`config.mk`:
```
export PLATFORM = sky130hd
export DESIGN_NAME = fb_painter_flat
export DESIGN_NICKNAME = d
export VERILOG_FILES = /design/src/rtl/fb_pkg.sv /design/src/rtl/fb_painter_if.sv /design/src/rtl/key_debounce.sv /design/src/rtl/fb_painter.sv /design/src/flat_wrapper.sv
export SDC_FILE = /design/constraint.sdc
export NUM_CORES = 1
export LEC_CHECK = 0
export ABC_CLOCK_PERIOD_IN_PS = 5700
export CAP_MARGIN = 20
export CORE_UTILIZATION = 45
export CTS_BUF_LIST = sky130_fd_sc_hd__clkbuf_2 sky130_fd_sc_hd__clkbuf_4 sky130_fd_sc_hd__clkbuf_8
export DETAILED_ROUTE_END_ITERATION = 10
export DONT_BUFFER_PORTS = 1
export PLACE_DENSITY = 0.68
export SKIP_LAST_GASP = 1
export SLEW_MARGIN = 20
export SYNTH_ARGS = -nofsm -noshare
export SYNTH_HDL_FRONTEND = slang
export SYNTH_SLANG_ARGS = --single-unit
```
`constraint.sdc`:
```
create_clock -name clk -period 5.7 [get_ports clk]
set_clock_uncertainty 0.1 [all_clocks]
set_input_delay 1.14 -clock clk [delete_from_list [all_inputs] [get_ports clk]]
set_output_delay 1.14 -clock clk [all_outputs]
set_load 0.02 [all_outputs]
```
`src/rtl/fb_pkg.sv`:
```
// Shared framebuffer geometry, colour layout and painter FSM encoding.
package fb_pkg;

  localparam int FB_W  = 8;
  localparam int FB_H  = 8;
  localparam int FB_AW = 6;
  localparam int FB_CW = 9;

  // Position of each 3-bit colour channel within a memory word.
  localparam int R_LSB = 6;
  localparam int G_LSB = 3;
  localparam int B_LSB = 0;

  localparam int XY_W = $clog2(FB_W);

  typedef enum logic [1:0] {
    ST_IDLE  = 2'd0,
    ST_WRITE = 2'd1,
    ST_CLEAR = 2'd2
  } fb_state_t;

  // Cell address as seen by the scan-out read side: x in the upper field.
  function automatic logic [FB_AW-1:0] cell_addr(input logic [XY_W-1:0] x,
                                                 input logic [XY_W-1:0] y);
    return {x, y};
  endfunction

endpackage

```
`src/rtl/fb_painter_if.sv`:
```
// Framebuffer memory write port.
interface fb_painter_if;
  import fb_pkg::*;

  logic             we;
  logic [FB_AW-1:0] wa;
  logic [FB_CW-1:0] wv;

  modport master (output we, wa, wv);
  modport slave  (input  we, wa, wv);

endinterface

```
`src/rtl/key_debounce.sv`:
```
// Debounces one raw active-low key and emits a one-cycle pulse per press.
module key_debounce #(
  parameter int DEBOUNCE_CYCLES = 500000
) (
  input  logic clk,
  input  logic rst,
  input  logic key_n,
  output logic press
);

  localparam int CW = $clog2(DEBOUNCE_CYCLES + 1);
  localparam logic [CW-1:0] TC = CW'(DEBOUNCE_CYCLES);

  logic          sync1;
  logic          sync2;
  logic          stable;
  logic [CW-1:0] cnt;

  // Synchronise, count persistent disagreement, flip stable at terminal count.
  always_ff @(posedge clk or posedge rst) begin
    if (rst) begin
      sync1  <= 1'b1;
      sync2  <= 1'b1;
      stable <= 1'b1;
      cnt    <= '0;
      press  <= 1'b0;
    end else begin
      sync1 <= key_n;
      sync2 <= sync1;
      press <= 1'b0;
      if (sync2 == stable) begin
        cnt <= '0;
      end else if (cnt == TC) begin
        stable <= sync2;
        cnt    <= '0;
        press  <= ~sync2;
      end else begin
        cnt <= cnt + 1'b1;
      end
    end
  end

endmodule

```
`src/rtl/fb_painter.sv`:
```
// Key-driven cursor and writer for the 8x8 framebuffer.
//
// state    | meaning
// ---------+---------------------------------------------------------
// ST_IDLE  | waiting for key pulses; moves, starts a write or a clear
// ST_WRITE | single write cycle on the memory port (we high)
// ST_CLEAR | 64-cycle sweep writing the latched colour to every cell
module fb_painter
  import fb_pkg::*;
#(
  parameter int DEBOUNCE_CYCLES = 500000
) (
  input  logic             clk,
  input  logic             rst,
  input  logic [3:0]       key_n,
  input  logic [FB_CW-1:0] color,
  fb_painter_if.master     wr,
  output logic [FB_AW-1:0] cursor,
  output logic             busy
);

  logic [3:0] press;

  for (genvar k = 0; k < 4; k++) begin : g_key
    key_debounce #(
      .DEBOUNCE_CYCLES(DEBOUNCE_CYCLES)
    ) u_key (
      .clk   (clk),
      .rst   (rst),
      .key_n (key_n[k]),
      .press (press[k])
    );
  end

  fb_state_t        state_q, state_d;
  logic [XY_W-1:0]  cur_x, cur_y, cur_x_d, cur_y_d;
  logic             we_d, busy_d, move_ok;
  logic [FB_AW-1:0] wa_d;
  logic [FB_CW-1:0] wv_d;

  assign cursor = cell_addr(cur_x, cur_y);

  // Next-state and next-output decode; wa doubles as the sweep counter.
  always_comb begin
    state_d = state_q;
    we_d    = 1'b0;
    busy_d  = 1'b0;
    wa_d    = wr.wa;
    wv_d    = wr.wv;
    cur_x_d = cur_x;
    cur_y_d = cur_y;
    move_ok = 1'b0;
    unique case (state_q)
      ST_IDLE: begin
        if (press[3]) begin
          state_d = ST_CLEAR;
          we_d    = 1'b1;
          busy_d  = 1'b1;
          wa_d    = '0;
          wv_d    = color;
        end else begin
          move_ok = 1'b1;
          if (press[0]) begin
            state_d = ST_WRITE;
            we_d    = 1'b1;
            wa_d    = cell_addr(cur_x, cur_y);
            wv_d    = color;
          end
        end
      end
      ST_WRITE: begin
        move_ok = 1'b1;
        state_d = ST_IDLE;
      end
      ST_CLEAR: begin
        if (wr.wa == FB_AW'(FB_W * FB_H - 1)) begin
          state_d = ST_IDLE;
        end else begin
          we_d   = 1'b1;
          busy_d = 1'b1;
          wa_d   = wr.wa + 1'b1;
        end
      end
      default: state_d = ST_IDLE;
    endcase
    if (move_ok) begin
      if (press[1]) cur_x_d = cur_x + 1'b1;
      if (press[2]) cur_y_d = cur_y + 1'b1;
    end
  end

  // State, cursor and registered memory-port outputs.
  always_ff @(posedge clk or posedge rst) begin
    if (rst) begin
      state_q <= ST_IDLE;
      cur_x   <= '0;
      cur_y   <= '0;
      wr.we   <= 1'b0;
      wr.wa   <= '0;
      wr.wv   <= '0;
      busy    <= 1'b0;
    end else begin
      state_q <= state_d;
      cur_x   <= cur_x_d;
      cur_y   <= cur_y_d;
      wr.we   <= we_d;
      wr.wa   <= wa_d;
      wr.wv   <= wv_d;
      busy    <= busy_d;
    end
  end

endmodule
```
`src/flat_wrapper.sv`:
```
// flat-port wrapper written by rule: the top's interface ports become plain ports
module fb_painter_flat import fb_pkg::*;
#(
  parameter int DEBOUNCE_CYCLES = 500000
)
  (clk, rst, key_n, color, cursor, busy, wr_we, wr_wa, wr_wv);
  fb_painter_if wr_i ();
  input  logic clk;
  input  logic rst;
  input  logic [3:0] key_n;
  input  logic [FB_CW-1:0] color;
  output logic [FB_AW-1:0] cursor;
  output logic busy;
  output wire logic [$bits(wr_i.we)-1:0] wr_we;
  output wire logic [$bits(wr_i.wa)-1:0] wr_wa;
  output wire logic [$bits(wr_i.wv)-1:0] wr_wv;
  assign wr_we = wr_i.we;
  assign wr_wa = wr_i.wa;
  assign wr_wv = wr_i.wv;
  fb_painter #(.DEBOUNCE_CYCLES(DEBOUNCE_CYCLES)) u_core (.clk(clk), .rst(rst), .key_n(key_n), .color(color), .wr(wr_i), .cursor(cursor), .busy(busy));
endmodule
```
* Yosys cells after proc, flatten, opt, wreduce, memory -nomap -nowiden
Index checks and enable logic that the tools add are counted.
Word-level totals: register bits after elaboration 117, input port bits 15, output and inout port bits 23, logic and storage cells 102
Cells by class: $add $sub $neg 7, equal/unequal tests 14, multiplexer cells 34, bitwise logic cells 8, reductions and logical operators 12
Operators with widths (count):
- 2-to-1 mux 19 bit | 8
- adder 19 x 1 -> 19 bit, second input constant | 4
- equality test 19 bit, second input constant | 4
- 2-to-1 mux 6 bit | 3
- 2-to-1 mux 9 bit | 2
- AND reduction 2 bit | 8
- 2-to-1 mux 1 bit | 13
- one-hot mux 6 bit (2 select lines) | 1
- inverter 1 bit | 8
- adder 3 x 1 -> 3 bit, second input constant | 2
- adder 6 x 1 -> 6 bit, second input constant | 1
- equality test 6 bit, second input constant | 1
- 2-to-1 mux 2 bit | 3
- one-hot mux 1 bit (2 select lines) | 3
- equality test 1 bit | 4
- one-hot mux 2 bit (2 select lines) | 1
- nonzero test 2 bit | 2
- != test 3 bit, second input constant | 1
- AND reduction 3 bit | 1
- equality test 2 x 1 -> 1 bit, second input constant | 1
- equality test 2 bit, second input constant | 1
- logical NOT 2 bit | 1
- != test 2 x 1 -> 1 bit, second input constant | 1
- != test 2 bit, second input constant | 1

* Logic depth before layout (Yosys ltp)
Gate-level depths: netlist of the first run.
word-level depth 3, gate-level depth with buffers 7, gate-level depth less buffers 6

* Cells and area by module
Synthesis of the first run repeated with hierarchy kept, for this count alone.
Unflattened totals: cells, all modules 539, area total of the unflattened synthesis 5805.6 um2
Modules (own cells, without submodules):
- key_debounce | times used 4, cells an instance 109, area each 1151.1 um2, sequential area each 579.3 um2
- fb_painter | times used 1, cells an instance 103, area each 1201.2 um2, sequential area each 625.6 um2

* Worst setup path after synthesis of the first run
OpenSTA, ideal clock, no wires.
kind register to register, start point register u_core.g_key[1].u_key.cnt[6], end point register u_core.g_key[1].u_key.cnt[10], library setup time 0.119 ns, arrival time 1.787 ns, data required time 5.481 ns, path slack 3.694 ns, cell stages (with the launch flop) 6, buffers on the path 1, period minus slack after synthesis 2.006 ns, cell sequence dfrtp_1 or4b_1 or4_4 o21ai_4 buf_4 nor2_1
On the way: word-level cells in the longest chain between the ends 3, elaborated cells on any way between the ends 4, classes of those cells 1 x add/sub; 1 x eq/ne; 2 x mux
RTL lines:
- start: declaration | line key_debounce.sv:17 | logic [CW-1:0] cnt;
- start signal: assignment | line key_debounce.sv:38 | cnt <= cnt + 1'b1;
- adder 19 x 1 -> 19 bit or equality test 19 bit (tied branches) | line key_debounce.sv:38, key_debounce.sv:33
- 2-to-1 mux 19 bit * | line key_debounce.sv:33 | end else if (cnt == TC) begin
- 2-to-1 mux 19 bit * | line key_debounce.sv:31 | if (sync2 == stable) begin
Every way passes the cells marked *; elsewhere a longest branch is shown, timed or not. A chain may end at the register's enable or synchronous reset.

* Final worst setup path of the first run
start point register u_core.g_key[0].u_key.cnt[6], end point register u_core.g_key[0].u_key.cnt[5]
On the way: word-level cells in the longest chain between the ends 3
RTL lines (line):
- start: declaration | key_debounce.sv:17
- start signal: assignment | key_debounce.sv:38
- equality test 19 bit | key_debounce.sv:33
- 2-to-1 mux 19 bit | key_debounce.sv:33
- 2-to-1 mux 19 bit | key_debounce.sv:31
Every way passes these cells.

==> metrics.csv, run 1 <==
metric;value;unit
status;complete, no violations;
min-delay-path-class;reg2reg;
groute.usage.overall;18.1;%
grt_pass1_wl;18400;um
die_height;113;um
finalWorstSetupSlack;3.42;ns
core_region_area;12100;um^2
cell_type_contributing_the_most_total_cell_area_after_synthesis;sky130_fd_sc_hd__dfrtp_1;
top_level_ports;38;
synth.avg_cell_area;10.1;um^2
timing.critical_path.slowest_stage_cell;sky130_fd_sc_hd__o41ai_4;
final_net_count;595;
detailedRoute.firstIterationViolations;285;
worstSetupEndpointType;register;
final_hold_viol_count;0;
final_total_negative_setup_slack;0;ns
cp_num_cells;3;
worstReg2RegStart;u_core.g_key[0].u_key.cnt[6];
worst_hold_slack;0.260;ns
worstPathRequired;5.88;ns
netlist_top_cells_count;sky130_fd_sc_hd__dfrtp_1, sky130_fd_sc_hd__nor2_1, sky130_fd_sc_hd__nand2_1;
max_clock_buf_depth;2;
p_per_area;266;nW/um^2
holdBufCountCts;0;
number_of_max_capacitance_violations_reported;0;
detailed_place_hpwl;7140;um
ys.warnings.count;0;
r2r_setup_slack;3.42;ns
grt_pass1_vias;4039;
grt_max_degree;67;
cts_num_sinks;117;
max_freq;439;MHz
critical_path_cell_by_cell;or4b_1, o41ai_4, nor2_1;
gr-usage-met1;23.1;%
use_met3;4.89;%
crit_path_start_kind;register;
floorplan.initialDensity;46.4;%
detail_route.wl_per_cell;14.2;um
final_number_of_max_transition_violations;0;
rows;40;
dp_worst_setup_slack;3.16;ns
drtAntennaViolNets;0;
synth_fp_nets;581;
max_stage_delay;0.88;ns
worst_setup_path_startpoint;u_core.g_key[0].u_key.cnt[6];
num-fill-cells;1054;
layout_worst_path_cycle_share;40.0;%
yosys_most_used_dff;sky130_fd_sc_hd__dfrtp_1;
worstSkewPairLatency;0.43;ns
grt_use_met2;28.7;%
rsz_0062_raised_after_global_routing;false;
synth_cell_type_count;50;
leakagePower;0.00251;uW
postRouteWirelength;10600;um
vias;4075;
synthesis.instances;555;
antenna_cells;0;
drive_above_1_share;11.7;%
synth-edff-count;0;
numCtsBuffers;17;
yosysMostFrequentCell;sky130_fd_sc_hd__dfrtp_1;
timing.rr.end;u_core.g_key[0].u_key.cnt[5];
final_period_minus_worst_setup_slack;2.28;ns
critPathCapture;u_core.g_key[0].u_key.cnt[5];
grt_antenna_before_repair;0;
routabilityCongestion;0.813;
synth.ff_latch_count;117;
cts.htree.levels;4;
clock-root-buffer;sky130_fd_sc_hd__clkbuf_8;
post_cts.resized_instances;0;
gr-total-overflow;0;
clkTransAtPathRegs;0.07;ns
relSlewSlack;35.4;%
clock_tree_from_tritoncts;built;
post_cts_setup_buffer_count;0;
crit_fanout;19;
r2r.worst_path.cells;3;
worstPathBufferInverterCount;0;
die_area;12900;um^2
arrival;2.46;ns
detail_route.drc_violations;0;
worst-setup-path-type;reg2reg;
synth_top_area_share;47.0;%
crit_family;compound AO/OA/AOI/OAI gates;
tightest_slew;0.965;ns
synthToLayoutAreaGrowth;10.5;%
port_buffers;0;
ir_drop;0.169;mV
post-layout-total-power;1640;uW
report.final.setup_viol;0;
vias_per_cell;5.43;
die_w;113;um
grt-busiest-layer;met2;
synth.yosys.seq_area_share;52.6;%
drt_pass1_iterations;4;
syn_area;5590;um^2
synth.area.top_cells;sky130_fd_sc_hd__dfrtp_1, sky130_fd_sc_hd__xnor2_1, sky130_fd_sc_hd__dfstp_2;
async_flop_share;100;%
## worst min-delay path by stage
stage	from	to	cells past startpoint
2_1_floorplan	u_core.g_key[0].u_key.sync1	u_core.g_key[0].u_key.sync2	0
3_3_place_gp	u_core.g_key[2].u_key.sync1	u_core.g_key[2].u_key.sync2	0
3_5_place_dp	u_core.g_key[2].u_key.sync1	u_core.g_key[2].u_key.sync2	0
4_1_cts	u_core.g_key[0].u_key.sync1	u_core.g_key[0].u_key.sync2	0
5_1_grt	u_core.g_key[2].u_key.sync1	u_core.g_key[2].u_key.sync2	0
6_report	u_core.g_key[0].u_key.sync1	u_core.g_key[0].u_key.sync2	0
## flip-flops by register name, indices dropped and copies added (netlist names), 3 cells and up
signal	flops
u_core.g_key.u_key.cnt	76
u_core.wr.wv	9
u_core.wr.wa	6
u_core.g_key.u_key.press	4
u_core.g_key.u_key.stable	4
u_core.g_key.u_key.sync1	4
u_core.g_key.u_key.sync2	4
u_core.cur_x	3
u_core.cur_y	3
## per-stage QoR
step,instance area [um^2],util [%],cells
2_1_floorplan,5590,-,555
3_3_place_gp,5790,48.0,718
3_5_place_dp,5790,48.0,718
4_1_cts,6180,51.2,750
5_1_grt,6180,51.2,750
6_report,6180,51.2,750
## per-layer routing
metal	part of all wire, %	routed length, um
met1	47	4990
met5	0	0
met4	1.6	171
met2	47	4980
met3	4.5	476
## report_power, final
part	internal, uW	leakage, uW	switching (uW)
Sequential	842	0.00154	12.2
Combinational	12.5	0.000778	32.9
Clock	402	0.000193	341
## cell families (layout without fill, tap and decap cells)
kind of cell | after synthesis | in the layout | synth area share, %
AND/OR/NAND/NOR | 266 | 266 | 24.2
flip-flops | 117 | 117 | 52.6
XOR/XNOR | 61 | 61 | 9.55
AO/OA/AOI/OAI | 56 | 56 | 6.91
buffers and inverters | 36 | 63 | 2.57
adder cells (fa/ha/maj) | 11 | 11 | 2.46
multiplexers | 8 | 8 | 1.66
## cell usage in the layout, fill, tap and decap left out, types with 3 or more instances in the layout
master	count
sky130_fd_sc_hd__and3_1	5
sky130_fd_sc_hd__clkinv_2	3
sky130_fd_sc_hd__or4_1	7
sky130_fd_sc_hd__nand2_1	53
sky130_fd_sc_hd__dfrtp_1	105
sky130_fd_sc_hd__mux2_2	6
sky130_fd_sc_hd__clkbuf_8	17
sky130_fd_sc_hd__clkbuf_4	3
sky130_fd_sc_hd__or3_1	11
sky130_fd_sc_hd__buf_4	3
sky130_fd_sc_hd__o31ai_1	5
sky130_fd_sc_hd__xnor2_1	44
sky130_fd_sc_hd__nor3_1	14
sky130_fd_sc_hd__nand4_1	21
sky130_fd_sc_hd__o21ai_0	14
sky130_fd_sc_hd__clkinv_4	4
sky130_fd_sc_hd__inv_1	26
sky130_fd_sc_hd__or4_4	3
sky130_fd_sc_hd__nor4b_1	8
sky130_fd_sc_hd__nor2_1	76
sky130_fd_sc_hd__xor2_1	17
sky130_fd_sc_hd__and2_1	3
sky130_fd_sc_hd__nand3_1	32
sky130_fd_sc_hd__and4_1	4
sky130_fd_sc_hd__dfstp_2	12
sky130_fd_sc_hd__ha_1	11
sky130_fd_sc_hd__a21oi_1	21
sky130_fd_sc_hd__or2_2	4
sky130_fd_sc_hd__nor4_1	14
sky130_fd_sc_hd__clkinvlp_4	3
## cell type report
type,count,area (um^2),area share (%)
clock buffer,20,256,4.15
sequential,117,2940,47.6
inverter,28,108,1.74
tap,168,210,3.40
timing repair buffer,3,22.5,0.365
clock inverter,12,133,2.15
multi-input combinational,402,2510,40.6
No activity file was read; power rests on OpenSTA's default activity.
==> inputs of run 2 (changes only) <==
- ABC_CLOCK_PERIOD_IN_PS: 5700 -> 2350
- clock period: 5.7 -> 2.35 ns (I/O delays scaled with it)
==> metrics.csv, run 2 (synthesis gave the netlist of run 1 again) <==
metric;value;unit;change
drtAntennaViolNets;0;;unchanged
net-switching-power;885;uW;+130%
detail_route.wl_per_cell;13.4;um;-5.5%
final_period_minus_worst_setup_slack;2.13;ns;-0.153 ns
critPathCapture;u_core.g_key[1].u_key.cnt[9];;
clkTransAtPathRegs;0.06;ns;about the same
clock_tree_from_tritoncts;built;;
antenna_cells;0;;unchanged
sum_of_met2_wire_segment_lengths_after_detailed_routing;4720;um;-5.3%
postRouteWirelength;10300;um;-3.2%
max_freq;470;MHz;+7.2%
floorplan.initialDensity;46.4;%;unchanged
wl_met1;4920;um;-1.3%
max_clock_buf_depth;2;;unchanged
finalCoreUtilization;52.9;%;+1.7 points
dr_wl_met3;455;um;-4.4%
report.final.setup_viol;0;;unchanged
p_per_area;644;nW/um^2;+140%
holdPathStages;2;;+2
detailedRoute.firstIterationViolations;319;;+12%
worstSetupEndpointType;register;;
relSlewSlack;60.8;%;+25 points
regMostFlops;u_core.g_key.u_key.cnt;;
rows;40;;unchanged
arrival;2.32;ns;-0.14 ns
commonest_cells_after_routing_fill_and_taps_aside;sky130_fd_sc_hd__dfrtp_1, sky130_fd_sc_hd__nor2_1, sky130_fd_sc_hd__nand2_1, sky130_fd_sc_hd__xnor2_1, sky130_fd_sc_hd__nand3_1;;
number_of_max_capacitance_violations_reported;0;;unchanged
leakagePower;0.00262;uW;+4.5%
r2r.worst_path.cells;4;;+1
worst_setup_path_startpoint;u_core.g_key[1].u_key.cnt[6];;
ir_drop;0.300;mV;+78%
die_w;113;um;unchanged
numCtsBuffers;17;;unchanged
multi_input_comb_area;2510;um^2;unchanged
cts.htree.levels;4;;unchanged
r2r_setup_slack;0.22;ns;-3.20 ns
worstSkewPairLatency;0.43;ns;about the same
worst-setup-path-type;reg2reg;;
port_buffers;0;;unchanged
vias_per_cell;5.30;;-2.5%
top_layer_used;met4;;
p_sw_share;21.5;%;-2.0 points
grt_antenna_before_repair;0;;unchanged
die_height;113;um;unchanged
grt_pass1_vias;3999;;-0.99%
layout_worst_path_cycle_share;90.5;%;+51 points
crit_fanout;18;;-1
worstPathRequired;2.55;ns;-3.33 ns
placed_cell_area;5910;um^2;+2.1%
timing.rr.end;u_core.g_key[1].u_key.cnt[9];;
final_net_count;613;;+3.0%
synthToLayoutAreaGrowth;14.2;%;
worstReg2RegStart;u_core.g_key[1].u_key.cnt[6];;
final_design_area_no_fill;6390;um^2;+3.4%
die_area;12900;um^2;unchanged
final-seq-area;2940;um^2;unchanged
grt_pass1_wl;17900;um;-3.0%
seq_power_share;50.4;%;-1.6 points
reg_top3;u_core.g_key.u_key.cnt (76), u_core.wr.wv (9), u_core.wr.wa (6);;
most_common_cell_after_layout_fill_and_taps_aside;sky130_fd_sc_hd__dfrtp_1;;
cts_num_sinks;117;;unchanged
detailed_place_hpwl;7020;um;-1.7%
gr-total-overflow;0;;unchanged
final_hold_viol_count;0;;unchanged
status;complete, no violations;;
internal_power;3230;uW;+160%
drive_above_1_share;13.5;%;+1.8 points
groute.usage.overall;17.4;%;-0.65 points
clock-root-buffer;sky130_fd_sc_hd__clkbuf_8;;
vias;4067;;-0.20%
tightest_slew;0.582;ns;-0.383 ns
crit_path_start_kind;register;;
core_region_area;12100;um^2;unchanged
num-fill-cells;1044;;-0.95%
largest_reg_flops;76;;unchanged
share_comb_of_total_power;3.2;%;+0.4 points
clockPowerShare;46.4;%;+1.2 points
min-delay-path-class;in2reg;;
top_level_ports;38;;unchanged
grt_max_degree;48;;-28%
detail_route.drc_violations;0;;unchanged
routabilityCongestion;0.831;;+2.2%
drt_pass1_iterations;4;;unchanged
rsz_0062_raised_after_global_routing;false;;
final_total_negative_setup_slack;0;ns;unchanged
final_number_of_max_transition_violations;0;;unchanged
-- run 2: cell count changes in the layout (fill, tap and decap cells not counted) --
cell / previous run / this run
sky130_fd_sc_hd__buf_4: 3 / 14
sky130_fd_sc_hd__clkbuf_8: 17 / 23
sky130_fd_sc_hd__dlygate4sd3_1: 0 / 5
sky130_fd_sc_hd__clkinv_4: 4 / 0
sky130_fd_sc_hd__buf_12: 0 / 2
sky130_fd_sc_hd__clkbuf_4: 3 / 2
sky130_fd_sc_hd__clkinvlp_4: 3 / 2
sky130_fd_sc_hd__inv_4: 1 / 0
sky130_fd_sc_hd__inv_6: 0 / 1
-- run 2: layout make-up --
class                   count  share of cell area (%)
repair buffers             21                    3.06
well taps                 168                    3.29
clock buffers              25                    5.19
multi-input cells         402                    39.2
flip-flops and latches    117                    46.1
inverters                  28                    1.70
clock inverters             7                    1.43
-- run 2: worst max-delay path: stages, from the launching register on --
cell and delay, ns:
sky130_fd_sc_hd__dfrtp_1 0.42, sky130_fd_sc_hd__or4b_1 0.52, sky130_fd_sc_hd__or4_4 0.46, sky130_fd_sc_hd__o21ai_4 0.40
sky130_fd_sc_hd__nor2_1 0.10
-- run 2: through the flow --
| stage | cells | hold WS (ns) | setup slack, ns | total power [uW] |
|---|---|---|---|---|
| 6_report | 768 | 0.0452 | 0.223 | 4110 |
| 3_3_place_gp | 731 | 0.248 | 0.239 | 2230 |
| 2_1_floorplan | 555 | 0.245 | 0.344 | 2190 |
| 5_1_grt | 768 | 0.0297 | 0.0917 | 4270 |
| 4_1_cts | 768 | 0.0116 | 0.209 | 4180 |
| 3_5_place_dp | 731 | 0.250 | 0.230 | 2240 |
-- run 2: power by group through the flow --
stage	Combinational, uW	Clock [uW]	Sequential [uW]
3_5_place_dp	128	0	2110
5_1_grt	151	2050	2080
6_report	130	1910	2070
2_1_floorplan	88.9	0	2100
4_1_cts	136	1970	2070
3_3_place_gp	125	0	2110
-- run 2: timing repair --
item | in CTS | in global routing
buffers inserted | 0 | 0
gates resized for setup | 0 | 0
endpoints found under the hold margin | 86 | 0
hold buffers | 5 | 0
-- run 2: worst min-delay path by stage --
stage                                            from                          end  slack, ns
after floorplan           u_core.g_key[0].u_key.sync1  u_core.g_key[0].u_key.sync2       0.25
after global placement    u_core.g_key[0].u_key.sync1  u_core.g_key[0].u_key.sync2       0.25
after detailed placement  u_core.g_key[0].u_key.sync1  u_core.g_key[0].u_key.sync2       0.25
after CTS                                    color[2]              u_core.wr.wv[2]       0.01
after global routing                         color[3]              u_core.wr.wv[3]       0.03
final                                        color[2]              u_core.wr.wv[2]       0.05
-- run 2: per-layer routing --
layer	track usage, %	vias to the layer above
li1	-	2002
met1	22.6	1975
met2	26.9	75
met3	5.42	15
met4	7.63	0
met5	0	-
==> inputs of run 3 (changes only) <==
- PLACE_DENSITY: 0.68 -> default
==> metrics.csv, run 3 (synthesis gave the netlist of run 1 again) <==
metric;value;unit;change
seq_power_share;53.9;%;+3.5 points
layout_worst_path_cycle_share;92.3;%;+1.8 points
share_comb_of_total_power;3.2;%;about the same
grt_antenna_before_repair;0;;unchanged
reg_top3;u_core.g_key.u_key.cnt (76), u_core.wr.wv (9), u_core.wr.wa (6);;
status;complete, no violations;;
worstReg2RegStart;u_core.g_key[1].u_key.cnt[6];;
most_common_cell_after_layout_fill_and_taps_aside;sky130_fd_sc_hd__dfrtp_1;;
detailed_place_hpwl;7230;um;+3.0%
die_area;12900;um^2;unchanged
drtAntennaViolNets;0;;unchanged
worstSetupEndpointType;register;;
worst_hold_slack;0.0523;ns;+0.00716 ns
detailedRoute.firstIterationViolations;278;;-13%
vias;4069;;+0.049%
drt_pass1_iterations;5;;+1
leakagePower;0.00258;uW;-1.5%
grt_pass1_vias;3897;;-2.6%
synthToLayoutAreaGrowth;12.5;%;
placed_cell_area;5880;um^2;-0.55%
finalCoreUtilization;52.1;%;-0.80 points
die_height;113;um;unchanged
num-fill-cells;1100;;+5.4%
report.final.setup_viol;0;;unchanged
antenna_cells;0;;unchanged
die_w;113;um;unchanged
crit_family;simple AND/OR/NAND/NOR gates;;
max_stage_delay;0.52;ns;about the same
tightest_slew;0.568;ns;-0.0138 ns
regMostFlops;u_core.g_key.u_key.cnt;;
floorplan.initialDensity;46.4;%;unchanged
post_cts_setup_buffer_count;0;;unchanged
timing.rr.end;u_core.g_key[1].u_key.cnt[4];;
final_hold_viol_count;0;;unchanged
final_design_area_no_fill;6290;um^2;-1.5%
max_clock_buf_depth;2;;unchanged
number_of_max_capacitance_violations_reported;0;;unchanged
detail_route.wl_per_cell;13.6;um;+1.9%
cts_num_sinks;117;;unchanged
net-switching-power;850;uW;-4.0%
port_buffers;0;;unchanged
internal_power;3000;uW;-7.0%
rsz_0062_raised_after_global_routing;false;;
ir_drop;0.274;mV;-8.7%
detail_route.drc_violations;0;;unchanged
final_net_count;612;;-0.16%
final-seq-area;2940;um^2;unchanged
r2r.worst_path.cells;4;;unchanged
top_level_ports;38;;unchanged
final_total_negative_setup_slack;0;ns;unchanged
gr-total-overflow;0;;unchanged
clock-root-buffer;sky130_fd_sc_hd__clkbuf_8;;
clkTransAtPathRegs;0.07;ns;about the same
worstPathRequired;2.54;ns;about the same
commonest_cells_after_routing_fill_and_taps_aside;sky130_fd_sc_hd__dfrtp_1, sky130_fd_sc_hd__nor2_1, sky130_fd_sc_hd__nand2_1, sky130_fd_sc_hd__xnor2_1, sky130_fd_sc_hd__nand3_1;;
worstSkewPairLatency;0.42;ns;about the same
multi_input_comb_area;2510;um^2;unchanged
routabilityCongestion;0.816;;-1.8%
max_freq;461;MHz;-1.9%
vias_per_cell;5.32;;+0.44%
core_region_area;12100;um^2;unchanged
timing.critical_path.slowest_stage_cell;sky130_fd_sc_hd__or4b_1;;
clock_tree_from_tritoncts;built;;
arrival;2.36;ns;+0.04 ns
worstPathBufferInverterCount;0;;unchanged
drive_above_1_share;13.1;%;-0.43 points
p_per_area;612;nW/um^2;-4.9%
grt_max_degree;46;;-4.2%
cp_num_cells;4;;unchanged
r2r_setup_slack;0.18;ns;-0.04 ns
relSlewSlack;61.8;%;+0.93 points
rows;40;;unchanged
clockPowerShare;43.0;%;-3.4 points
crit_fanout;18;;unchanged
largest_reg_flops;76;;unchanged
postRouteWirelength;10400;um;+1.5%
groute.usage.overall;18.2;%;+0.75 points
p_sw_share;22.1;%;+0.54 points
worst_hold_path.endpoint;u_core.wr.wv[4];;
holdPathStages;2;;unchanged
final_number_of_max_transition_violations;0;;unchanged
numCtsBuffers;17;;unchanged
final_period_minus_worst_setup_slack;2.17;ns;+0.0418 ns
grt_pass1_wl;18400;um;+3.0%
min-delay-path-class;in2reg;;
cts.htree.levels;4;;unchanged
hold_path.startpoint;color[4];;
critical_path_cell_by_cell;or4b_1, or4_4, o21ai_4, nor2_1;;
crit_path_start_kind;register;;
worst-setup-path-type;reg2reg;;
-- run 3: cell count changes in the layout (fill, tap and decap cells not counted) --
cell | before | now
sky130_fd_sc_hd__buf_12 | 2 | 0
sky130_fd_sc_hd__buf_4 | 14 | 15
sky130_fd_sc_hd__bufinv_16 | 2 | 0
sky130_fd_sc_hd__clkbuf_4 | 2 | 3
sky130_fd_sc_hd__clkinv_2 | 3 | 4
sky130_fd_sc_hd__clkinvlp_4 | 2 | 1
sky130_fd_sc_hd__inv_6 | 1 | 0
-- run 3: worst max-delay path by stage --
stage                                 start                             to  slack (ns)
2_1_floorplan  u_core.g_key[1].u_key.cnt[6]  u_core.g_key[1].u_key.cnt[10]        0.34
3_3_place_gp   u_core.g_key[1].u_key.cnt[6]   u_core.g_key[1].u_key.cnt[9]        0.24
3_5_place_dp   u_core.g_key[1].u_key.cnt[6]   u_core.g_key[1].u_key.cnt[4]        0.16
4_1_cts        u_core.g_key[1].u_key.cnt[6]   u_core.g_key[1].u_key.cnt[4]        0.15
5_1_grt        u_core.g_key[1].u_key.cnt[6]   u_core.g_key[1].u_key.cnt[4]        0.08
6_report       u_core.g_key[1].u_key.cnt[6]   u_core.g_key[1].u_key.cnt[4]        0.18
-- run 3: power by group through the flow --
stage / logic [uW] / registers (uW) / clock network (uW)
finish: 123 / 2070 / 1650
global route: 145 / 2080 / 1810
CTS: 129 / 2070 / 1720
detailed placement: 122 / 2110 / 0
global placement: 119 / 2110 / 0
floorplan: 88.9 / 2100 / 0
-- run 3: final cells by class --
cell class              count  area share, %
clock buffers              26           5.39
inverters                  28           1.73
repair buffers             20           2.59
well taps                 168           3.34
clock inverters             4          0.318
multi-input cells         402           39.8
flip-flops and latches    117           46.8
-- run 3: metal layers --
metal	global-route usage (%)	wire length, um	vias up
li1	-	-	1994
met1	24.9	5240	1957
met2	27.2	4610	104
met3	4.52	458	14
met4	8.51	123	0
met5	0	0	-
-- run 3: repair_timing --
action	4_1_cts	5_1_grt
hold buffers	5	0
resized for setup	0	0
endpoints found under the hold margin	26	0
-- run 3: per-stage QoR --
step | setup WS [ns] | std cells | power (uW)
6_report | 0.182 | 765 | 3850
5_1_grt | 0.0762 | 765 | 4030
4_1_cts | 0.150 | 765 | 3920
3_5_place_dp | 0.160 | 730 | 2230
3_3_place_gp | 0.237 | 730 | 2230
2_1_floorplan | 0.344 | 555 | 2190
